[src/rtl/load_store_unit.sv]
// Multicycle load/store unit: word-addressed memory port with byte enables, load extension and error reporting.
// Optional feature macro: LSU_MISALIGN_TRAP_EN (trap misaligned accesses instead of force-aligning them).
module load_store_unit #(
  parameter int TIMEOUT = 15
) (
  input  logic        clk,
  input  logic        reset,
  input  logic        req_valid,
  output logic        req_ready,
  input  logic        req_write,
  input  logic [2:0]  req_funct3,
  input  logic [31:0] req_addr,
  input  logic [31:0] req_wdata,
  output logic        resp_valid,
  output logic [31:0] resp_rdata,
  output logic        resp_err,
  output logic        mem_en,
  output logic        mem_we,
  output logic [3:0]  mem_be,
  output logic [29:0] mem_addr,
  output logic [31:0] mem_wdata,
  input  logic [31:0] mem_rdata,
  input  logic        mem_ack
);

  typedef enum logic [1:0] {
    IDLE = 2'd0,
    BUSY = 2'd1,
    RESP = 2'd2
  } state_t;

  localparam logic [7:0] TIMEOUT_CNT = 8'(TIMEOUT);

  state_t      state_reg, state_next;
  logic [2:0]  funct3_reg, funct3_next;
  logic [1:0]  addr_lo_reg, addr_lo_next;
  logic [7:0]  count_reg, count_next;
  logic        resp_valid_reg, resp_valid_next;
  logic        resp_err_reg, resp_err_next;
  logic [31:0] resp_rdata_reg, resp_rdata_next;
  logic        mem_en_reg, mem_en_next;
  logic        mem_we_reg, mem_we_next;
  logic [3:0]  mem_be_reg, mem_be_next;
  logic [29:0] mem_addr_reg, mem_addr_next;
  logic [31:0] mem_wdata_reg, mem_wdata_next;

  logic        req_bad;
  logic [1:0]  req_lo;
  logic [3:0]  st_be;
  logic [31:0] st_wdata;
  logic [31:0] load_data;
  logic [7:0]  lane_byte [4];
  logic [7:0]  sel_byte;
  logic [15:0] sel_half;

  function automatic logic funct3_ok(input logic write, input logic [2:0] f3);
    if (write)
      return (f3 == 3'b000) || (f3 == 3'b001) || (f3 == 3'b010);
    else
      return (f3 == 3'b000) || (f3 == 3'b001) || (f3 == 3'b010) ||
             (f3 == 3'b100) || (f3 == 3'b101);
  endfunction

`ifdef LSU_MISALIGN_TRAP_EN
  function automatic logic misaligned(input logic [2:0] f3, input logic [1:0] lo);
    case (f3[1:0])
      2'b01:   return lo[0];
      2'b10:   return lo != 2'b00;
      default: return 1'b0;
    endcase
  endfunction

  assign req_bad = !funct3_ok(req_write, req_funct3) || misaligned(req_funct3, req_addr[1:0]);
  assign req_lo  = req_addr[1:0];
`else
  // Misaligned halfword/word accesses silently drop the offending low bits.
  function automatic logic [1:0] aligned_lo(input logic [2:0] f3, input logic [1:0] lo);
    case (f3[1:0])
      2'b01:   return {lo[1], 1'b0};
      2'b10:   return 2'b00;
      default: return lo;
    endcase
  endfunction

  assign req_bad = !funct3_ok(req_write, req_funct3);
  assign req_lo  = aligned_lo(req_funct3, req_addr[1:0]);
`endif

  // Store lane steering from the (possibly force-aligned) low address bits.
  always_comb begin
    st_be    = 4'b0000;
    st_wdata = 32'd0;
    if (req_write) begin
      case (req_funct3[1:0])
        2'b00: begin
          st_be    = 4'b0001 << req_lo;
          st_wdata = {4{req_wdata[7:0]}};
        end
        2'b01: begin
          st_be    = req_lo[1] ? 4'b1100 : 4'b0011;
          st_wdata = {2{req_wdata[15:0]}};
        end
        default: begin
          st_be    = 4'b1111;
          st_wdata = req_wdata;
        end
      endcase
    end else begin
      st_be = 4'b1111;
    end
  end

  genvar gi;
  generate
    for (gi = 0; gi < 4; gi++) begin : g_lane
      assign lane_byte[gi] = mem_rdata[8*gi +: 8];
    end
  endgenerate

  assign sel_byte = lane_byte[addr_lo_reg];
  assign sel_half = addr_lo_reg[1] ? mem_rdata[31:16] : mem_rdata[15:0];

  always_comb begin
    load_data = 32'd0;
    case (funct3_reg)
      3'b000:  load_data = {{24{sel_byte[7]}}, sel_byte};
      3'b001:  load_data = {{16{sel_half[15]}}, sel_half};
      3'b010:  load_data = mem_rdata;
      3'b100:  load_data = {24'd0, sel_byte};
      3'b101:  load_data = {16'd0, sel_half};
      default: load_data = 32'd0;
    endcase
  end

  always_comb begin
    state_next      = state_reg;
    funct3_next     = funct3_reg;
    addr_lo_next    = addr_lo_reg;
    count_next      = count_reg;
    resp_valid_next = 1'b0;
    resp_err_next   = 1'b0;
    resp_rdata_next = 32'd0;
    mem_en_next     = mem_en_reg;
    mem_we_next     = mem_we_reg;
    mem_be_next     = mem_be_reg;
    mem_addr_next   = mem_addr_reg;
    mem_wdata_next  = mem_wdata_reg;

    case (state_reg)
      IDLE: begin
        if (req_valid) begin
          funct3_next  = req_funct3;
          addr_lo_next = req_lo;
          if (req_bad) begin
            state_next      = RESP;
            resp_valid_next = 1'b1;
            resp_err_next   = 1'b1;
          end else begin
            state_next     = BUSY;
            count_next     = 8'd0;
            mem_en_next    = 1'b1;
            mem_we_next    = req_write;
            mem_be_next    = st_be;
            mem_addr_next  = req_addr[31:2];
            mem_wdata_next = st_wdata;
          end
        end
      end

      BUSY: begin
        if (mem_ack || (count_reg == TIMEOUT_CNT)) begin
          state_next      = RESP;
          resp_valid_next = 1'b1;
          // An ack on the final counted cycle still wins over the timeout.
          resp_err_next   = !mem_ack;
          resp_rdata_next = (mem_ack && !mem_we_reg) ? load_data : 32'd0;
          mem_en_next     = 1'b0;
          mem_we_next     = 1'b0;
          mem_be_next     = 4'b0000;
          mem_addr_next   = 30'd0;
          mem_wdata_next  = 32'd0;
        end else begin
          count_next = count_reg + 8'd1;
        end
      end

      RESP: begin
        state_next = IDLE;
      end

      default: begin
        state_next = IDLE;
      end
    endcase
  end

  always_ff @(posedge clk) begin
    if (reset) begin
      state_reg      <= IDLE;
      funct3_reg     <= 3'd0;
      addr_lo_reg    <= 2'd0;
      count_reg      <= 8'd0;
      resp_valid_reg <= 1'b0;
      resp_err_reg   <= 1'b0;
      resp_rdata_reg <= 32'd0;
      mem_en_reg     <= 1'b0;
      mem_we_reg     <= 1'b0;
      mem_be_reg     <= 4'b0000;
      mem_addr_reg   <= 30'd0;
      mem_wdata_reg  <= 32'd0;
    end else begin
      state_reg      <= state_next;
      funct3_reg     <= funct3_next;
      addr_lo_reg    <= addr_lo_next;
      count_reg      <= count_next;
      resp_valid_reg <= resp_valid_next;
      resp_err_reg   <= resp_err_next;
      resp_rdata_reg <= resp_rdata_next;
      mem_en_reg     <= mem_en_next;
      mem_we_reg     <= mem_we_next;
      mem_be_reg     <= mem_be_next;
      mem_addr_reg   <= mem_addr_next;
      mem_wdata_reg  <= mem_wdata_next;
    end
  end

  assign req_ready  = (state_reg == IDLE);
  assign resp_valid = resp_valid_reg;
  assign resp_err   = resp_err_reg;
  assign resp_rdata = resp_rdata_reg;
  assign mem_en     = mem_en_reg;
  assign mem_we     = mem_we_reg;
  assign mem_be     = mem_be_reg;
  assign mem_addr   = mem_addr_reg;
  assign mem_wdata  = mem_wdata_reg;

endmodule

[config.mk]
export PLATFORM = sky130hd
export DESIGN_NAME = load_store_unit
export DESIGN_NICKNAME = d
export VERILOG_FILES = /design/src/rtl/load_store_unit.sv
export SDC_FILE = /design/constraint.sdc
export NUM_CORES = 1
export LEC_CHECK = 0
export CAP_MARGIN = 5
export CORE_MARGIN = 1
export CORE_UTILIZATION = 45
export DETAILED_ROUTE_END_ITERATION = 10
export PLACE_DENSITY = 0.86
export RECOVER_POWER = 100
export SETUP_SLACK_MARGIN = 0.2
export SKIP_CTS_REPAIR_TIMING = 1
export SLEW_MARGIN = 20
export SYNTH_ARGS = -nofsm -noshare
export SYNTH_HDL_FRONTEND = slang
export SYNTH_SLANG_ARGS = --single-unit
[constraint.sdc]
create_clock -name clk -period 4.8 [get_ports clk]
set_clock_uncertainty 0.1 [all_clocks]
set_input_delay 0.96 -clock clk [delete_from_list [all_inputs] [get_ports clk]]
set_output_delay 0.96 -clock clk [all_outputs]
set_load 0.1 [all_outputs]
Word level (Yosys, flattened, before mapping)
Cells that the tools add are included.
{ "op_classes": {"add_sub_neg": 1, "order_cmp": 1, "n_eq_ne": 16, "shifts": 1, "n_mux": 45, "n_bitwise": 4, "n_reduce_logical": 18} }
{ "op_table": {"columns": ["cell", "n"], "rows": [
  ["one-hot mux 32 bit (5 select lines)", 1],
  ["2-to-1 mux 32 bit", 4],
  ["one-hot mux 32 bit (2 select lines)", 2],
  ["2-to-1 mux 30 bit", 3],
  ["one-hot mux 30 bit (2 select lines)", 1],
  ["2-to-1 mux 8 bit", 5],
  ["2-to-1 mux 4 bit", 5],
  ["binary-select mux 8 bit (select 2 bit)", 1],
  ["2-to-1 mux 16 bit", 1],
  ["one-hot mux 4 bit (2 select lines)", 2],
  ["one-hot mux 8 bit (2 select lines)", 1],
  ["== test 3 bit, second input constant", 4],
  ["2-to-1 mux 1 bit", 10],
  ["adder 8 x 1 -> 8 bit, second input constant", 1],
  ["== test 8 x 4 -> 1 bit, second input constant", 1],
  ["one-hot mux 1 bit (2 select lines)", 4],
  ["one-hot mux 2 bit (2 select lines)", 2],
  ["AND reduction 4 bit", 2],
  ["== test 3 x 1 -> 1 bit, second input constant", 2],
  ["== test 3 x 2 -> 1 bit, second input constant", 2],
  ["logical NOT 3 bit", 2],
  ["2-to-1 mux 2 bit", 3],
  ["!= test 2 bit, second input constant", 3],
  ["logical OR 1 bit", 5],
  ["other kinds (13)", 19]
]} }
{ "totals": {"reg_bits": 117, "output_inout_bits": 103, "word_cells": 98} }

Logic depth before layout (Yosys ltp)
Gate-level depths: netlist (run 1).
{ "depth": {"word_depth": 9, "mapped_depth": 9, "mapped_depth_nobuf": 6} }

Worst setup path after synthesis (run 1)
Ideal clock, no wire load.
{ "synth_path": {"path_type": "input -> register", "start": "input port req_funct3[1]", "end": "register mem_wdata_reg[10], in the netlist mem_wdata[10]", "setup_time_ps": 70, "arrival_ps": 3191, "required_ps": 4630, "setup_slack_ps": 1438, "cell_stages": 9, "path_buffers": 3, "path_cell_list": "clkbuf_1 -> inv_1 -> ha_1 -> or3_1 -> a221oi_2 -> o31a_1 -> buf_4 -> buf_2 -> o2bb2ai_1"} }
{ "synth_via": {"elab_chain_len": 8} }
{ "synth_lines": {"columns": ["element", "line", "source"], "rows": [
  ["start, declared", "11", "input logic [2:0] req_funct3,"],
  ["== test 3 x 1 -> 1 bit / logical NOT 3 bit (equally long branches)", "58, 60", null],
  ["logical OR 1 bit (2 in a row)", "58, 60", null],
  ["logical OR 1 bit", "60", "return (f3 == 3'b000) || (f3 == 3'b001) || (f3 == 3'b010) ||"],
  ["logical OR 1 bit", "61", "(f3 == 3'b100) || (f3 == 3'b101);"],
  ["2-to-1 mux 1 bit", "57", "if (write)"],
  ["!= test 2 x 1 -> 1 bit (no line)", null, null],
  ["AND reduction 4 bit (no line)", null, null],
  ["end signal, assigned", "223", "mem_wdata_reg <= mem_wdata_next;"],
  ["end, declared", "45", "logic [31:0] mem_wdata_reg, mem_wdata_next;"]
]} }
Several ways; a longest one is shown, not always the timed one. The select of a mux whose other input is x is not followed.
A chain may end at the register's enable or synchronous reset.

Worst setup path after layout (run 1)
{ "layout_path": {"start": "input port req_funct3[0]", "end": "register mem_addr_reg[13], in the netlist mem_addr[13]"} }
{ "layout_via": {"elab_chain_len": 8} }
{ "layout_lines": {"columns": ["element", "line", "source"], "rows": [
  ["== test 3 x 1 -> 1 bit / logical NOT 3 bit (equally long branches)", "58, 60", null],
  ["logical OR 1 bit (2 in a row)", "58, 60", null],
  ["logical OR 1 bit", "60", null],
  ["logical OR 1 bit", "61", null],
  ["2-to-1 mux 1 bit *", "57", null],
  ["!= test 2 x 1 -> 1 bit (no line) *", null, null],
  ["AND reduction 4 bit (no line) *", null, null],
  ["end signal, assigned", "222", "mem_addr_reg <= mem_addr_next;"],
  ["end, declared", "44", "logic [29:0] mem_addr_reg, mem_addr_next;"]
]} }
Every way passes the cells marked *; elsewhere a longest branch is shown, timed or not.

==> results of run 1 <==
layout make-up:
type	instances	area, sq um
Timing Repair Buffer	213	2110
Fill cell	632	2520
Multi-Input combinational cell	301	2120
Tap cell	133	166
Clock inverter	14	151
Clock buffer	18	428
Sequential cell	117	2340
Inverter	8	30.0
metal layers:
metal  vias to the layer above  part of all wire [%]  track usage, %
met3                        21                   9.5            9.21
met5                         -                     0               0
met2                       238                    50            45.4
met1                      2091                    39            29.4
li1                       2129                     -               -
met4                         0                   1.5            9.21
power by group through the flow:
stage | registers, uW | logic [uW] | clock network, uW
finish | 1040 | 623 | 1220
global route | 1050 | 651 | 1280
CTS | 1040 | 633 | 1230
detailed placement | 1060 | 630 | 0
global placement | 1060 | 618 | 0
floorplan | 1290 | 200 | 0
worst max-delay path: stages:
cell           delay (ps)
dlygate4sd3_1         620
inv_1                  90
ha_1                  220
clkbuf_1              380
o21ba_1               360
a221oi_2              640
o31a_2                210
buf_4                 520
a22o_1                260
cell usage in the layout, fill, tap and decap left out, drive strengths merged, types with 11 or more instances in the layout:
master	n
nand3	11
inv	12
clkbuf	20
nand2	43
dfxtp	117
mux2i	15
a22o	49
clkdlybuf4s50	100
o2bb2ai	24
a22oi	23
dlygate4sd3	106
a21oi	48
final timing paths:
kind	cells after the start	start	endpoint	slack (ps)
worst max-delay path	9	req_funct3[0]	mem_addr[13]$_SDFFE_PP0P_	830
worst min-delay path	1	mem_en$_SDFFE_PP0P_	mem_en$_SDFFE_PP0P_	360
worst max register to register	4	state_reg[1]$_SDFFE_PP0P_	mem_wdata[5]$_SDFFE_PP0P_	2230
worst min register to register	1	mem_en$_SDFFE_PP0P_	mem_en$_SDFFE_PP0P_	360
logic make-up (layout without fill, tap and decap cells):
family | after synthesis | in the layout | share of synthesized area [%]
AOI/OAI and AO/OA | 176 | 176 | 28.1
muxes | 24 | 24 | 5.68
and+or+nand+nor | 97 | 97 | 10.5
adders and majority gates | 4 | 4 | 1.08
DFF | 117 | 117 | 50.6
buffers and inverters | 43 | 253 | 3.98
metrics by stage:
step	hold WS (ps)	setup WS [ps]	power, uW	std cells	util (%)
2_1_floorplan	349	1440	1490	461	-
3_3_place_gp	334	783	1680	771	68.5
3_5_place_dp	342	673	1690	771	68.5
4_1_cts	370	1170	2910	803	74.3
5_1_grt	378	710	2980	804	74.5
6_report	360	829	2880	804	74.5
==> out/metrics.yaml, run 1 <==
route.vias.total: 4479
drive_above_1_share_pct: 8.20
syn-instance-count: 461
ys_seq_area_share_pct: 50.6
p_int_uw: 1960
synth_most_common_cell: "dfxtp_1"
grt_pass1_vias: 4361
drc: 0
synth_ff_type: "dfxtp_1"
die_w_microns: 103
grt_overflow: 0
status: "complete, no violations"
cp-end-kind: "register"
die_area_sq_um: 10700
routed_wl_mm: 14.1
via_per_inst: 5.57
rows: 36
yosys.area.top_type: "dfxtp_1"
synth_fp_nets: 569
ir_drop_uv: 371
setup_viol: 0
ys_top_cells_by_area: "dfxtp_1 51%, a22o_1 9.3%, a21oi_1 5.2%, o2bb2ai_1 4.5%, a22oi_1 3.7%"
tns_ps: 0
relSlewSlack_pct: 28.4
min-delay-path-class: "register to register"
dp_hpwl_mm: 10.0
finalMaxSlewViolations: 0
power.density_nw_per_um2: 393
drt_iter0_drc: 148
clock.fmax_ghz: 0.252
power_frac_seq_pct: 36.1
finalNetCount: 766
synth_edf_count: 0
min_period_ps: 3970
clock_sinks: 117
syn_avg_cell_area_sq_um: 10.0
fin_crit_sh_pct: 82.7
h-tree-depth: 4
switching_share_pct: 32.0
routabilityCongestion: 0.850
clk_path_buf_depth: 2
grt_max_degree: 67
tightest_slew_ps: 1070
area_growth_pct: 58.8
synth_area_sq_um: 4630
gr-usage-all-layers_pct: 26.1
path_class: "input pin to register"
p_leak_uw: 0.00307
synth_commonest_cells: "117 x dfxtp_1, 49 x a22o_1, 48 x a21oi_1"
rsz0062_at_grt: "no"
hold_violations: 0
clkPwrFrac_pct: 42.3
dr.pass1.iters: 5
core_area_sq_um: 9860
clk_latency_ps: 500
yosys_register_bits: 117
ant_nets: 0
synth_top_area_share_pct: 50.6
p_sw_uw: 923
numCtsBuffers: 17
cts-root-buf: "clkbuf_8"
cp.arrival_ps: 4320
worstPathRequired_ps: 5150
maxCapViolations: 0
yosysUniqueCellTypes: 46
dpl_cell_area_sq_um: 6750
crit_path_start_kind: "input pin"
num_antenna_cells: 0
wl_per_cell_microns: 17.6
port-buffer-count: 206
antenna_found_initial: 0
p_comb_share_pct: 21.6
io_pins: 207
critPathMaxFanout: 66
cts_tree: "built"
yosysWarnings: 0
async_reset_ff_share_pct: 0
path_clk_slew_ps: 60
fp.dieH_microns: 103
design_area_sq_um: 7340
grt_pass1_wl_mm: 21.2
initial_core_util_pct: 46.9
No activity file was read; power rests on OpenSTA's default activity.
==> inputs of run 2 (changes only) <==
Settings changed: CORE_UTILIZATION 45 to 38, PLACE_DENSITY 0.86 to 0.77.
Clock period 4.8 ns to 3.6 ns, I/O delays scaled along.
==> run 2 against run 1 <==
  * The flow now finishes with violations (DRC)
  * Sequential power increased by 34%
  * Via count rose by 0.71%
  * Critical path depth decreased by 1
  * Worst hold slack better by 1.4 ps
  * Register-to-register slack lost 1100 ps
  * First-iteration DRC count grew 56%
  * Routed wire length rose by 2.5%
  * Non-clock buffer count up 5
  * Combinational power is 34% higher
  * Critical endpoint is now count_reg[0]$_SDFFE_PP0P_
==> out/metrics.yaml, run 2 (synthesis results as in run 1) <==
dp_hpwl_mm: 10.4  # +3.6%
grt_overflow: 0  # unchanged
setup_viol: 0  # unchanged
tightest_slew_ps: 1270  # +202 ps
cp.arrival_ps: 3280  # -1040 ps
dp_slack_ps: 396  # -278 ps
die_area_sq_um: 12600  # +18%
clock.fmax_ghz: 0.326
critPathMostFrequentCell: "a211oi_1"
core_area_sq_um: 11700  # +18%
relSlewSlack_pct: 15.5  # -13 points
reg2reg_depth: 4  # unchanged
r2r-start: "addr_lo_reg[0]$_SDFFE_PP0P_"
grt_pass1_wl_mm: 23.3  # +9.7%
cts-root-buf: "clkbuf_16"
failed_checks: "DRC"
min-delay-path-class: "register to register"
crit_path_start_kind: "input pin"
maxCapViolations: 0  # unchanged
worstPathRequired_ps: 3810  # -1340 ps
cp-end-kind: "register"
cp-endpoint: "count_reg[0]$_SDFFE_PP0P_"
critPathTopFamily: "buffers and inverters"
die_w_microns: 112  # +8.7%
min_period_ps: 3070
numCtsBuffers: 17  # unchanged
num_antenna_cells: 0  # unchanged
path_buf_inv: 3  # -1
path_class: "input pin to register"
status: "complete, but fails checks"
final_common_cell: "dfxtp_1"
rows: 39  # +8.3%
cp_slowest_stage_delay_ps: 600  # -40 ps
grt_busiest_layer: "met2"
ir_drop_uv: 263  # -29%
power.density_nw_per_um2: 525  # +34%
finalNetCount: 771  # +0.65%
routabilityCongestion: 0.892  # +4.8%
final_cell_mix: "117 x dfxtp_1, 100 x clkdlybuf4s50_1, 98 x dlygate4sd3_1"
grt_max_degree: 67  # unchanged
route.vias.total: 4511  # +0.71%
critPathMaxFanout: 9  # -86%
antenna_found_initial: 0  # unchanged
critPathLaunch: "req_funct3[1]"
ant_nets: 0  # unchanged
h-tree-depth: 4  # unchanged
rrSetupSlack_ps: 1130  # -1100 ps
p_total_uw: 3850  # +33%
dr.pass1.iters: 8  # +3
fin_crit_sh_pct: 85.3
met2_usage_pct: 40.0  # -5.4 points
drt_iter0_drc: 231  # +56%
rsz0062_at_grt: "no"
path_clk_slew_ps: 60  # about the same
wl_per_cell_microns: 17.7  # +0.66%
hold_violations: 0  # unchanged
finalMaxSlewViolations: 0  # unchanged
tns_ps: 0  # unchanged
initial_core_util_pct: 39.7  # -7.2 points
crit_cells: 8  # -1
fp.dieH_microns: 112  # +8.7%
path_cells: "dlygate4sd3_1 > inv_1 > ha_1 > or3_1 > a221oi_1 > clkbuf_1 > a211oi_1 > a211oi_1"
clk_latency_ps: 410  # -90 ps
drc: 14  # +14
area_growth_pct: 58.5
port-buffer-count: 206  # unchanged
fin_ws_ps: 530  # -299 ps
fin_util_pct: 62.9  # -12 points
grt_pass1_vias: 4598  # +5.4%
gr-usage-all-layers_pct: 23.5  # -2.5 points
clk_path_buf_depth: 2  # unchanged
r2r-end: "resp_rdata[25]$_SDFF_PP0_"
clock_sinks: 117  # unchanged
io_pins: 207  # unchanged
cts_tree: "built"
slowest_stage: "dlygate4sd3_1"
grtUsageMet3_pct: 9.07  # -0.14 points
via_per_inst: 5.51  # -1.1%
drive_above_1_share_pct: 8.28  # +0.087 points
p_leak_uw: 0.00306  # -0.61%
routed_wl_mm: 14.5  # +2.5%
grtUsageMet1_pct: 26.6  # -2.8 points
run 2: cell types whose count changed in the layout (fill, tap and decap cells not counted), sizes merged:
| cell | previous run | this run |
|---|---|---|
| buf | 5 | 9 |
| clkinv | 3 | 8 |
| inv | 12 | 8 |
| clkinvlp | 5 | 3 |
| dlygate4sd3 | 106 | 98 |
| clkbuf | 20 | 30 |
run 2: area by class of cell:
cell class | instances | area, sq um
Timing Repair Buffer | 218 | 2100
Fill cell | 949 | 4330
Multi-Input combinational cell | 301 | 2100
Sequential cell | 117 | 2340
Inverter | 8 | 30.0
Clock inverter | 13 | 134
Clock buffer | 19 | 443
Tap cell | 143 | 179
run 2: report_power, final:
part / switching (uW) / leakage, uW / internal [uW]
Clock: 593 / 0.000278 / 1030
Sequential: 40.1 / 0.000948 / 1350
Combinational: 574 / 0.00183 / 261
Total: 1210 / 0.00306 / 2640
run 2: worst min-delay path by stage:
stage	start	endpoint	slack (ps)	depth (start not counted)
floorplan	count_reg[7]$_SDFFE_PP0P_	count_reg[7]$_SDFFE_PP0P_	350	2
global placement	mem_en$_SDFFE_PP0P_	mem_en$_SDFFE_PP0P_	340	1
detailed placement	mem_en$_SDFFE_PP0P_	mem_en$_SDFFE_PP0P_	340	1
CTS	mem_wdata[27]$_SDFFE_PP0P_	mem_wdata[27]$_SDFFE_PP0P_	370	1
global route	mem_wdata[10]$_SDFFE_PP0P_	mem_wdata[10]$_SDFFE_PP0P_	380	1
finish	mem_wdata[23]$_SDFFE_PP0P_	mem_wdata[23]$_SDFFE_PP0P_	360	1
run 2: routing by layer:
layer | vias up | routed length, microns
li1 | 2136 | -
met4 | 0 | 221
met1 | 2152 | 5980
met2 | 202 | 6960
met3 | 21 | 1330
met5 | - | 0
run 2: metrics by stage:
step           area [sq um]  hold slack (ps)  cells
2_1_floorplan          4630              349    461
3_5_place_dp           6810              344    787
6_report               7330              361    819
5_1_grt                7330              376    819
4_1_cts                7390              366    819
3_3_place_gp           6800              340    787
run 2: worst reg2reg max path: stages (launching register included):
cell and delay (ps):
dfxtp_1 430, mux4_2 540, o21ai_0 730, clkbuf_1 390, a21oi_1 130
